$ cat config.mk
export PLATFORM = sky130hd
export DESIGN_NAME = rega_timer_ctrl
export DESIGN_NICKNAME = d
export VERILOG_FILES = /design/src/rtl/rega_pkg.sv /design/src/rtl/bcd_down_digit.sv /design/src/rtl/rega_timer_ctrl.sv
export SDC_FILE = /design/constraint.sdc
export NUM_CORES = 1
export LEC_CHECK = 0
export ABC_AREA = 0
export BUFFER_PORTS_ARGS = -buffer_cell sky130_fd_sc_hd__buf_2
export CORE_UTILIZATION = 30
export DETAILED_ROUTE_END_ITERATION = 10
export PLACE_DENSITY = 0.57
export SYNTH_ARGS = -nofsm -noshare
export SYNTH_HDL_FRONTEND = slang
export SYNTH_SLANG_ARGS = --single-unit
$ cat constraint.sdc
create_clock -name Clk -period 2.05 [get_ports Clk]
set_input_delay 0.1025 -clock Clk [delete_from_list [all_inputs] [get_ports Clk]]
set_output_delay 0.1025 -clock Clk [all_outputs]
set_load 0.005 [all_outputs]
$ cat src/rtl/rega_pkg.sv
// Shared definitions for the irrigation timer controller.
//   state_t            : controller states (IDLE, WATER, HOLD, COOL)
//   BCD_MAX            : largest legal BCD digit, used for clamping and wrap
//   COOL_TICKS_DEFAULT : default number of Tick pulses spent cooling down
//   clamp_bcd()        : limits a preset digit to the BCD range 0..9
package rega_pkg;

  typedef enum logic [1:0] {
    ST_IDLE  = 2'd0,
    ST_WATER = 2'd1,
    ST_HOLD  = 2'd2,
    ST_COOL  = 2'd3
  } state_t;

  localparam logic [3:0] BCD_MAX            = 4'd9;
  localparam int         COOL_TICKS_DEFAULT = 5;

  function automatic logic [3:0] clamp_bcd(input logic [3:0] d);
    return (d > BCD_MAX) ? BCD_MAX : d;
  endfunction

endpackage

$ cat src/rtl/bcd_down_digit.sv
// One BCD digit of a cascadable down counter.
//   clk, rst_n  : clock, asynchronous active-low reset
//   clear       : force the digit to 0 (highest priority)
//   load        : load load_val
//   en          : decrement request for the whole counter
//   borrow_in   : this digit steps only when a borrow arrives from below
//   digit       : registered digit value
//   borrow_out  : digit is 0 and a borrow is arriving, so the next digit steps
module bcd_down_digit
  import rega_pkg::*;
(
  input  logic       clk,
  input  logic       rst_n,
  input  logic       clear,
  input  logic       load,
  input  logic [3:0] load_val,
  input  logic       en,
  input  logic       borrow_in,
  output logic [3:0] digit,
  output logic       borrow_out
);

  // Independent of en so the top can also use it as a "count is zero" flag.
  assign borrow_out = borrow_in && (digit == 4'd0);

  always_ff @(posedge clk or negedge rst_n) begin
    if (!rst_n) begin
      digit <= 4'd0;
    end else if (clear) begin
      digit <= 4'd0;
    end else if (load) begin
      digit <= load_val;
    end else if (en && borrow_in) begin
      digit <= (digit == 4'd0) ? BCD_MAX : digit - 4'd1;
    end
  end

endmodule

$ cat src/rtl/rega_timer_ctrl.sv
// Irrigation valve timer: waters for a BCD preset number of seconds, pauses
// while the reservoir is low, honours an operator abort, then cools down for
// COOL_TICKS seconds before another cycle may start.
//   Clk, Rst        : clock, asynchronous active-low reset
//   Tick            : one-Clk pulse per second
//   Dry, LowLvl     : soil-dry request, reservoir-low sensor
//   Abort           : operator stop (level)
//   PreT, PreU      : preset tens/units digits (BCD, clamped to 9)
//   Valve, Alarm    : valve drive, low-water hold indicator
//   Busy, Done      : not idle, one-cycle normal-completion pulse
//   DigT, DigU      : remaining time, BCD
// All outputs are flops; nothing combinational reaches a port.
module rega_timer_ctrl
  import rega_pkg::*;
#(
  parameter int COOL_TICKS = COOL_TICKS_DEFAULT
) (
  input  logic       Clk,
  input  logic       Rst,
  input  logic       Tick,
  input  logic       Dry,
  input  logic       LowLvl,
  input  logic       Abort,
  input  logic [3:0] PreT,
  input  logic [3:0] PreU,
  output logic       Valve,
  output logic       Alarm,
  output logic       Busy,
  output logic       Done,
  output logic [3:0] DigT,
  output logic [3:0] DigU
);

  localparam logic [3:0] COOL_LAST = 4'(COOL_TICKS - 1);

  state_t     state, state_next;
  logic [3:0] cool_cnt, cool_cnt_next;
  logic       load, clear, dec, done_next;
  logic       units_borrow, tens_borrow;
  logic       start_ok, last_tick;

  // A 00 preset never starts a cycle; clamping cannot turn nonzero into zero.
  assign start_ok  = Dry && !LowLvl && !Abort && ((PreT | PreU) != 4'd0);
  assign last_tick = (DigT == 4'd0) && (DigU == 4'd1);

  bcd_down_digit u_units (
    .clk       (Clk),
    .rst_n     (Rst),
    .clear     (clear),
    .load      (load),
    .load_val  (clamp_bcd(PreU)),
    .en        (dec),
    .borrow_in (1'b1),
    .digit     (DigU),
    .borrow_out(units_borrow)
  );

  bcd_down_digit u_tens (
    .clk       (Clk),
    .rst_n     (Rst),
    .clear     (clear),
    .load      (load),
    .load_val  (clamp_bcd(PreT)),
    .en        (dec),
    .borrow_in (units_borrow),
    .digit     (DigT),
    .borrow_out(tens_borrow)
  );

  always_ff @(posedge Clk or negedge Rst) begin
    if (!Rst) begin
      state    <= ST_IDLE;
      cool_cnt <= 4'd0;
      Valve    <= 1'b0;
      Alarm    <= 1'b0;
      Busy     <= 1'b0;
      Done     <= 1'b0;
    end else begin
      state    <= state_next;
      cool_cnt <= cool_cnt_next;
      Valve    <= (state_next == ST_WATER);
      Alarm    <= (state_next == ST_HOLD);
      Busy     <= (state_next != ST_IDLE);
      Done     <= done_next;
    end
  end

  // Priority inside WATER/HOLD: Abort, then LowLvl, then Tick.
  always_comb begin
    state_next    = state;
    cool_cnt_next = cool_cnt;
    load          = 1'b0;
    clear         = 1'b0;
    dec           = 1'b0;
    done_next     = 1'b0;
    case (state)
      ST_IDLE: begin
        if (start_ok) begin
          load       = 1'b1;
          state_next = ST_WATER;
        end
      end
      ST_WATER: begin
        if (Abort) begin
          clear         = 1'b1;
          cool_cnt_next = 4'd0;
          state_next    = ST_COOL;
        end else if (LowLvl) begin
          state_next = ST_HOLD;
        end else if (Tick) begin
          if (tens_borrow) begin
            // Count already 00 (unreachable from a legal load): leave
            // without wrapping to 99.
            cool_cnt_next = 4'd0;
            state_next    = ST_COOL;
          end else begin
            dec = 1'b1;
            if (last_tick) begin
              done_next     = 1'b1;
              cool_cnt_next = 4'd0;
              state_next    = ST_COOL;
            end
          end
        end
      end
      ST_HOLD: begin
        if (Abort) begin
          clear         = 1'b1;
          cool_cnt_next = 4'd0;
          state_next    = ST_COOL;
        end else if (!LowLvl) begin
          state_next = ST_WATER;
        end
      end
      ST_COOL: begin
        if (Tick) begin
          if (cool_cnt == COOL_LAST) begin
            cool_cnt_next = 4'd0;
            state_next    = ST_IDLE;
          end else begin
            cool_cnt_next = cool_cnt + 4'd1;
          end
        end
      end
      default: state_next = ST_IDLE;
    endcase
  end

endmodule
* Yosys cells after proc, flatten, opt, wreduce, memory -nomap -nowiden
Cells that the tools add are included.
** Word-level totals
- Register bits :: 18
- Bits of input ports :: 14
- Output and inout bits :: 12
- Logic and storage cells :: 89
** Cells by class
- Add/subtract/negate cells :: 3
- Order comparisons :: 2
- Eq/ne operators :: 12
- Muxes and demuxes :: 45
- Bitwise gates (word level) :: 1
- Reductions and logical operators :: 18
** Operators with widths (number)
- $mux W4 :: 18
- $mux W2 :: 10
- $mux W1 :: 15
- $pmux W4 S3 :: 1
- $reduce_bool A3 Y1 :: 3
- $gt A4 B4 Y1 const B :: 2
- $logic_not A4 Y1 :: 2
- $pmux W2 S4 :: 1
- $sub A4 B1 Y4 const B :: 2
- $eq A2 B2 Y1 const B :: 3
- $logic_and A1 B1 Y1 :: 6
- $ne A3 B3 Y1 const B :: 2
- $reduce_and A6 Y1 :: 1
- $add A4 B1 Y4 const B :: 1
- $eq A2 B1 Y1 const B :: 2
- $eq A4 B1 Y1 const B :: 1
- $eq A4 B3 Y1 const B :: 1
- $ne A2 B2 Y1 const B :: 2
- $ne A4 B4 Y1 const B :: 1
- $or A4 B4 Y4 :: 1
- $reduce_bool A4 Y1 :: 1
- $logic_not A1 Y1 :: 2
- $logic_not A2 Y1 :: 1
- $reduce_bool A2 Y1 :: 1
- $reduce_or A2 Y1 :: 1

* Longest topological paths before layout
- Word-level depth :: 11
- Depth in mapped cells :: 8
- Gate-level depth less buffers :: 8

* Hierarchy
Synthesis repeated with hierarchy kept, for this count alone.
** Unflattened totals
- Cell total of the unflattened synthesis :: 148
- Area total of the unflattened synthesis :: 1321.3 um^2
** Modules (own cells, without submodules)
- rega_timer_ctrl :: times used 1, cells each 92, area an instance 813.3 um^2, sequential area each 250.2 um^2
- bcd_down_digit :: times used 2, cells each 28, area an instance 254.0 um^2, sequential area each 100.1 um^2

* Least setup slack after synthesis
OpenSTA, ideal clock, no wires.
- Kind :: reg2reg
- Start :: register u_units.digit[0]
- End :: register u_tens.digit[3]
- Library setup time :: 123 ps
- Arrival :: 1588 ps
- Required time :: 1927 ps
- Slack :: 339 ps
- Cell stages (with the launch flop) :: 7
- Path buffers :: 0
- Period minus slack after synthesis :: 1711 ps
- Cells stage by stage :: dfrtp_1 inv_1 ha_1 or3b_4 nor3_2 mux2i_1 a21oi_1
** On the way
- Cells in the longest elaborated chain, start to end :: 9
** RTL lines
- from (decl) :: RTL line bcd_down_digit.sv:19 : output logic [3:0] digit,
- from (signal assigned) :: RTL line bcd_down_digit.sv:32 : digit <= load_val;
- from (signal assigned) :: RTL line bcd_down_digit.sv:34 : digit <= (digit == 4'd0) ? BCD_MAX : digit - 4'd1;
- $logic_not A4 Y1 * :: RTL line bcd_down_digit.sv:24 : assign borrow_out = borrow_in && (digit == 4'd0);
- $logic_and A1 B1 Y1 :: RTL line bcd_down_digit.sv:24
- $mux W1 :: RTL line rega_timer_ctrl.sv:111 : if (tens_borrow) begin
- $mux W1 :: RTL line rega_timer_ctrl.sv:110 : end else if (Tick) begin
- $mux W1 :: RTL line rega_timer_ctrl.sv:108 : end else if (LowLvl) begin
- $mux W1 :: RTL line rega_timer_ctrl.sv:104 : if (Abort) begin
- $mux W1 :: RTL line rega_timer_ctrl.sv:96 : case (state)
- $logic_and A1 B1 Y1 * :: RTL line bcd_down_digit.sv:33 : end else if (en && borrow_in) begin
- $reduce_bool A3 Y1 (no source line) *
- to (signal assigned) :: RTL line bcd_down_digit.sv:32
- to (signal assigned) :: RTL line bcd_down_digit.sv:34
- to (decl) :: RTL line bcd_down_digit.sv:19
Every way passes the cells marked *; elsewhere a longest branch is shown, timed or not.
A chain may end at the register's enable or synchronous reset.

* Final worst setup path
- Start :: register state[0]
- End :: register u_units.digit[0]
** On the way
- Cells in the longest elaborated chain, start to end :: 4
- Elaborated cells on any way between the ends :: 10
- Those cells by class :: 2 x eq/ne; 5 x mux; 3 x reduce/logical
** RTL lines
- from (decl) :: RTL line rega_timer_ctrl.sv:36 : state_t state, state_next;
- from (signal assigned) :: RTL line rega_timer_ctrl.sv:79 : state <= state_next;
- $eq A2 B2 Y1, or another cell as far along :: RTL line rega_timer_ctrl.sv:96
- $reduce_or A2 Y1 (no source line) / $mux W1 (equally long branches)
- $mux W1 / $mux W4 (equally long branches)
- $reduce_bool A3 Y1 (no source line) / $mux W4 (equally long branches)
Several ways; a longest one is shown, not always the timed one.

==> flow_summary.json <==
{
  "cp_slowest_stage_delay_ns": 0.44,
  "drv_slew": 0,
  "path_max_fanout": 15,
  "core_sq_um": 4380,
  "hpwl_um": 2410,
  "dieArea_sq_um": 4850,
  "crit_arrival_ns": 2.01,
  "grt_max_degree": 19,
  "ir_drop_mv": 0.546,
  "worstRegToRegCells": 6,
  "ys.flop_type": "dfrtp_1",
  "die_width_um": 69.6,
  "synth_edf_count": 0,
  "clock_sink_count": 18,
  "globalplace.congestion": 0.827,
  "hold_viol_final": 0,
  "setup_viol": 0,
  "synthXorXnorAreaFrac_pct": 0.638,
  "leakagePower_uw": 0.000742,
  "initial_core_util_pct": 31.3,
  "drc": 0,
  "setup_tns_ns": 0,
  "min_period_ns": 1.88,
  "cts_tree": "yes",
  "worstPathRequired_ns": 2.18,
  "ys_types": 49,
  "crit_chain": "inv_1 -> ha_1 -> and4bb_1 -> a21bo_4 -> o31ai_1 -> a21oi_1",
  "grt_pass1_wl_um": 5410,
  "grt_pass1_vias": 1212,
  "synth_top_area_share_pct": 32.8,
  "final_common_cell": "buf_2",
  "period_share_pct": 91.9,
  "whs_ns": 0.144,
  "worstSetupStartpointType": "flop",
  "synth.ff_latch_count": 18,
  "cts_setup_buffers": 0,
  "insertion_delay_ns": 0.25,
  "final_antenna_net_count": 0,
  "endpoint_kind": "flop",
  "synth_area_sq_um": 1370,
  "antennaDiodeCount": 0,
  "post_cts_resize_count": 0,
  "rsz0062_at_grt": "false",
  "finalWirelength_um": 3080,
  "drtPass1Iterations": 4,
  "syn2layout_area_growth_pct": 18.3,
  "yosysTopAreaCell": "dfrtp_1",
  "slew_headroom_pct": 70.5,
  "cts_buffer_depth": 2,
  "most-common-layout-cells": "buf_2, dfrtp_1, inv_1, nor2_1, nand2_1",
  "min_from": "PreT[1]",
  "worstHoldPathType": "input port to flop",
  "overflow": 0,
  "synth_compound_area_share_pct": 22.1,
  "status": "complete, no violations",
  "synth_top_family_by_area": "simple AND/OR/NAND/NOR gates",
  "crit_slowest_cell": "dfrtp_1",
  "grt_use_total_pct": 13.7,
  "synth-simple-area-share_pct": 27.4,
  "synth_cells": 149,
  "cts_root_buf": "clkbuf_8",
  "cts_hold_buf": 1,
  "synthAdderAreaFrac_pct": 8.20,
  "ff2ff_setup_slack_ns": 0.17,
  "synth.avg_cell_area_sq_um": 9.21,
  "max_freq_mhz": 531,
  "synth.area.mux_share_pct": 2.28,
  "numPortBuffers": 25,
  "wl_per_cell_um": 13.4,
  "finClkSkew_ns": 0.00383,
  "cap_violations": 0,
  "cts_buffers": 3,
  "yosys_warnings": 0,
  "viasPerCell": 5.08,
  "critPathKind": "flop to flop",
  "die_height_um": 69.6,
  "fin_nets": 203,
  "io_pins": 26,
  "tightest_slew_ns": 0.442,
  "drt-initial-drc-count": 55,
  "min_to": "u_tens.digit[1]$_DFFE_PN0P_",
  "yosys-top-cells-area": "dfrtp_1, ha_1, a21oi_1",
  "synthesis.nets": 172,
  "antenna_found_initial": 0,
  "drive_above_1_share_pct": 26.8,
  "std_cell_rows": 24,
  "ys_seq_area_share_pct": 32.8,
  "r2r_end": "u_units.digit[0]$_DFFE_PN0P_",
  "synth-async-reset-ratio_pct": 100,
  "clk_pin_slew_ns": 0.07,
  "vias": 1174,
  "hold_path_depth": 3,
  "p_per_area_nw_per_um2": 1210,
  "r2r-start": "state[0]$_DFF_PN0_",
  "htreeDepth": 1
}
cell type report:
class	instances	area [sq um]
Fill cell	451	2760
Tap cell	52	65.1
Sequential cell	18	450
Clock buffer	4	55.1
Inverter	15	56.3
Multi-Input combinational cell	112	832
Timing Repair Buffer	30	165
synth_stat cells (all sizes together) (3+ instances only):
master,instances
dfrtp,18
inv,15
nand2,13
nor2,13
a21oi,12
ha,9
o21ai,7
buf,4
nand3,4
nand4,4
nor2b,4
nor3,4
o21a,3
o2bb2ai,3
power breakdown:
group	internal [uW]	total [uW]	switching (uW)
logic	491	1100	606
registers	465	582	118
clock network	170	291	121
total	1130	1970	844
state kept, by name, summed over array words and instances (netlist names):
signal         flops
Valve              1
u_tens.digit       4
Done               1
Alarm              1
state              2
Busy               1
cool_cnt           4
u_units.digit      4
kinds of logic (layout without fill, tap and decap cells):
kind of cell | after synthesis | in the layout
and+or+nand+nor | 58 | 58
AOI/OAI and AO/OA | 41 | 41
buffers and inverters | 19 | 49
DFF | 18 | 18
adders and majority gates | 9 | 9
muxes | 3 | 3
xor gates and xnor gates | 1 | 1
how the worst max path moves through the flow:
stage | start | end | slack, ns
2_1_floorplan | u_units.digit[0]$_DFFE_PN0P_ | u_tens.digit[3]$_DFFE_PN0P_ | 0.34
3_3_place_gp | state[0]$_DFF_PN0_ | u_units.digit[0]$_DFFE_PN0P_ | 0.10
3_5_place_dp | state[0]$_DFF_PN0_ | u_units.digit[0]$_DFFE_PN0P_ | 0.20
4_1_cts | state[0]$_DFF_PN0_ | u_units.digit[0]$_DFFE_PN0P_ | 0.18
5_1_grt | u_units.digit[0]$_DFFE_PN0P_ | u_tens.digit[3]$_DFFE_PN0P_ | 0.07
6_report | state[0]$_DFF_PN0_ | u_units.digit[0]$_DFFE_PN0P_ | 0.17
through the flow:
stage,setup WS [ns],instances,util (%),cell area (sq um),total power [uW]
after CTS,0.180,231,37.0,1620,1990
after global placement,0.104,226,35.6,1560,1700
after floorplan,0.339,149,-,1370,1340
after detailed placement,0.199,226,35.6,1560,1680
after global routing,0.0657,231,37.0,1620,2150
final,0.166,231,37.0,1620,1970
metal layers:
metal / GRT usage [%] / routed length, um
met5: 0 / 0
met4: 4.44 / 31
met3: 2.62 / 103
met2: 21.1 / 1350
met1: 19.3 / 1590
worst max-delay path, delay by kind of cell (launching register included):
family | cells | cell delay (ns)
compound gates | 3 | 0.75
flops | 1 | 0.44
simple gates | 1 | 0.26
fa+ha+maj | 1 | 0.18
buf+inv | 1 | 0.12
Note: power is estimated with default switching activity, not from simulation.
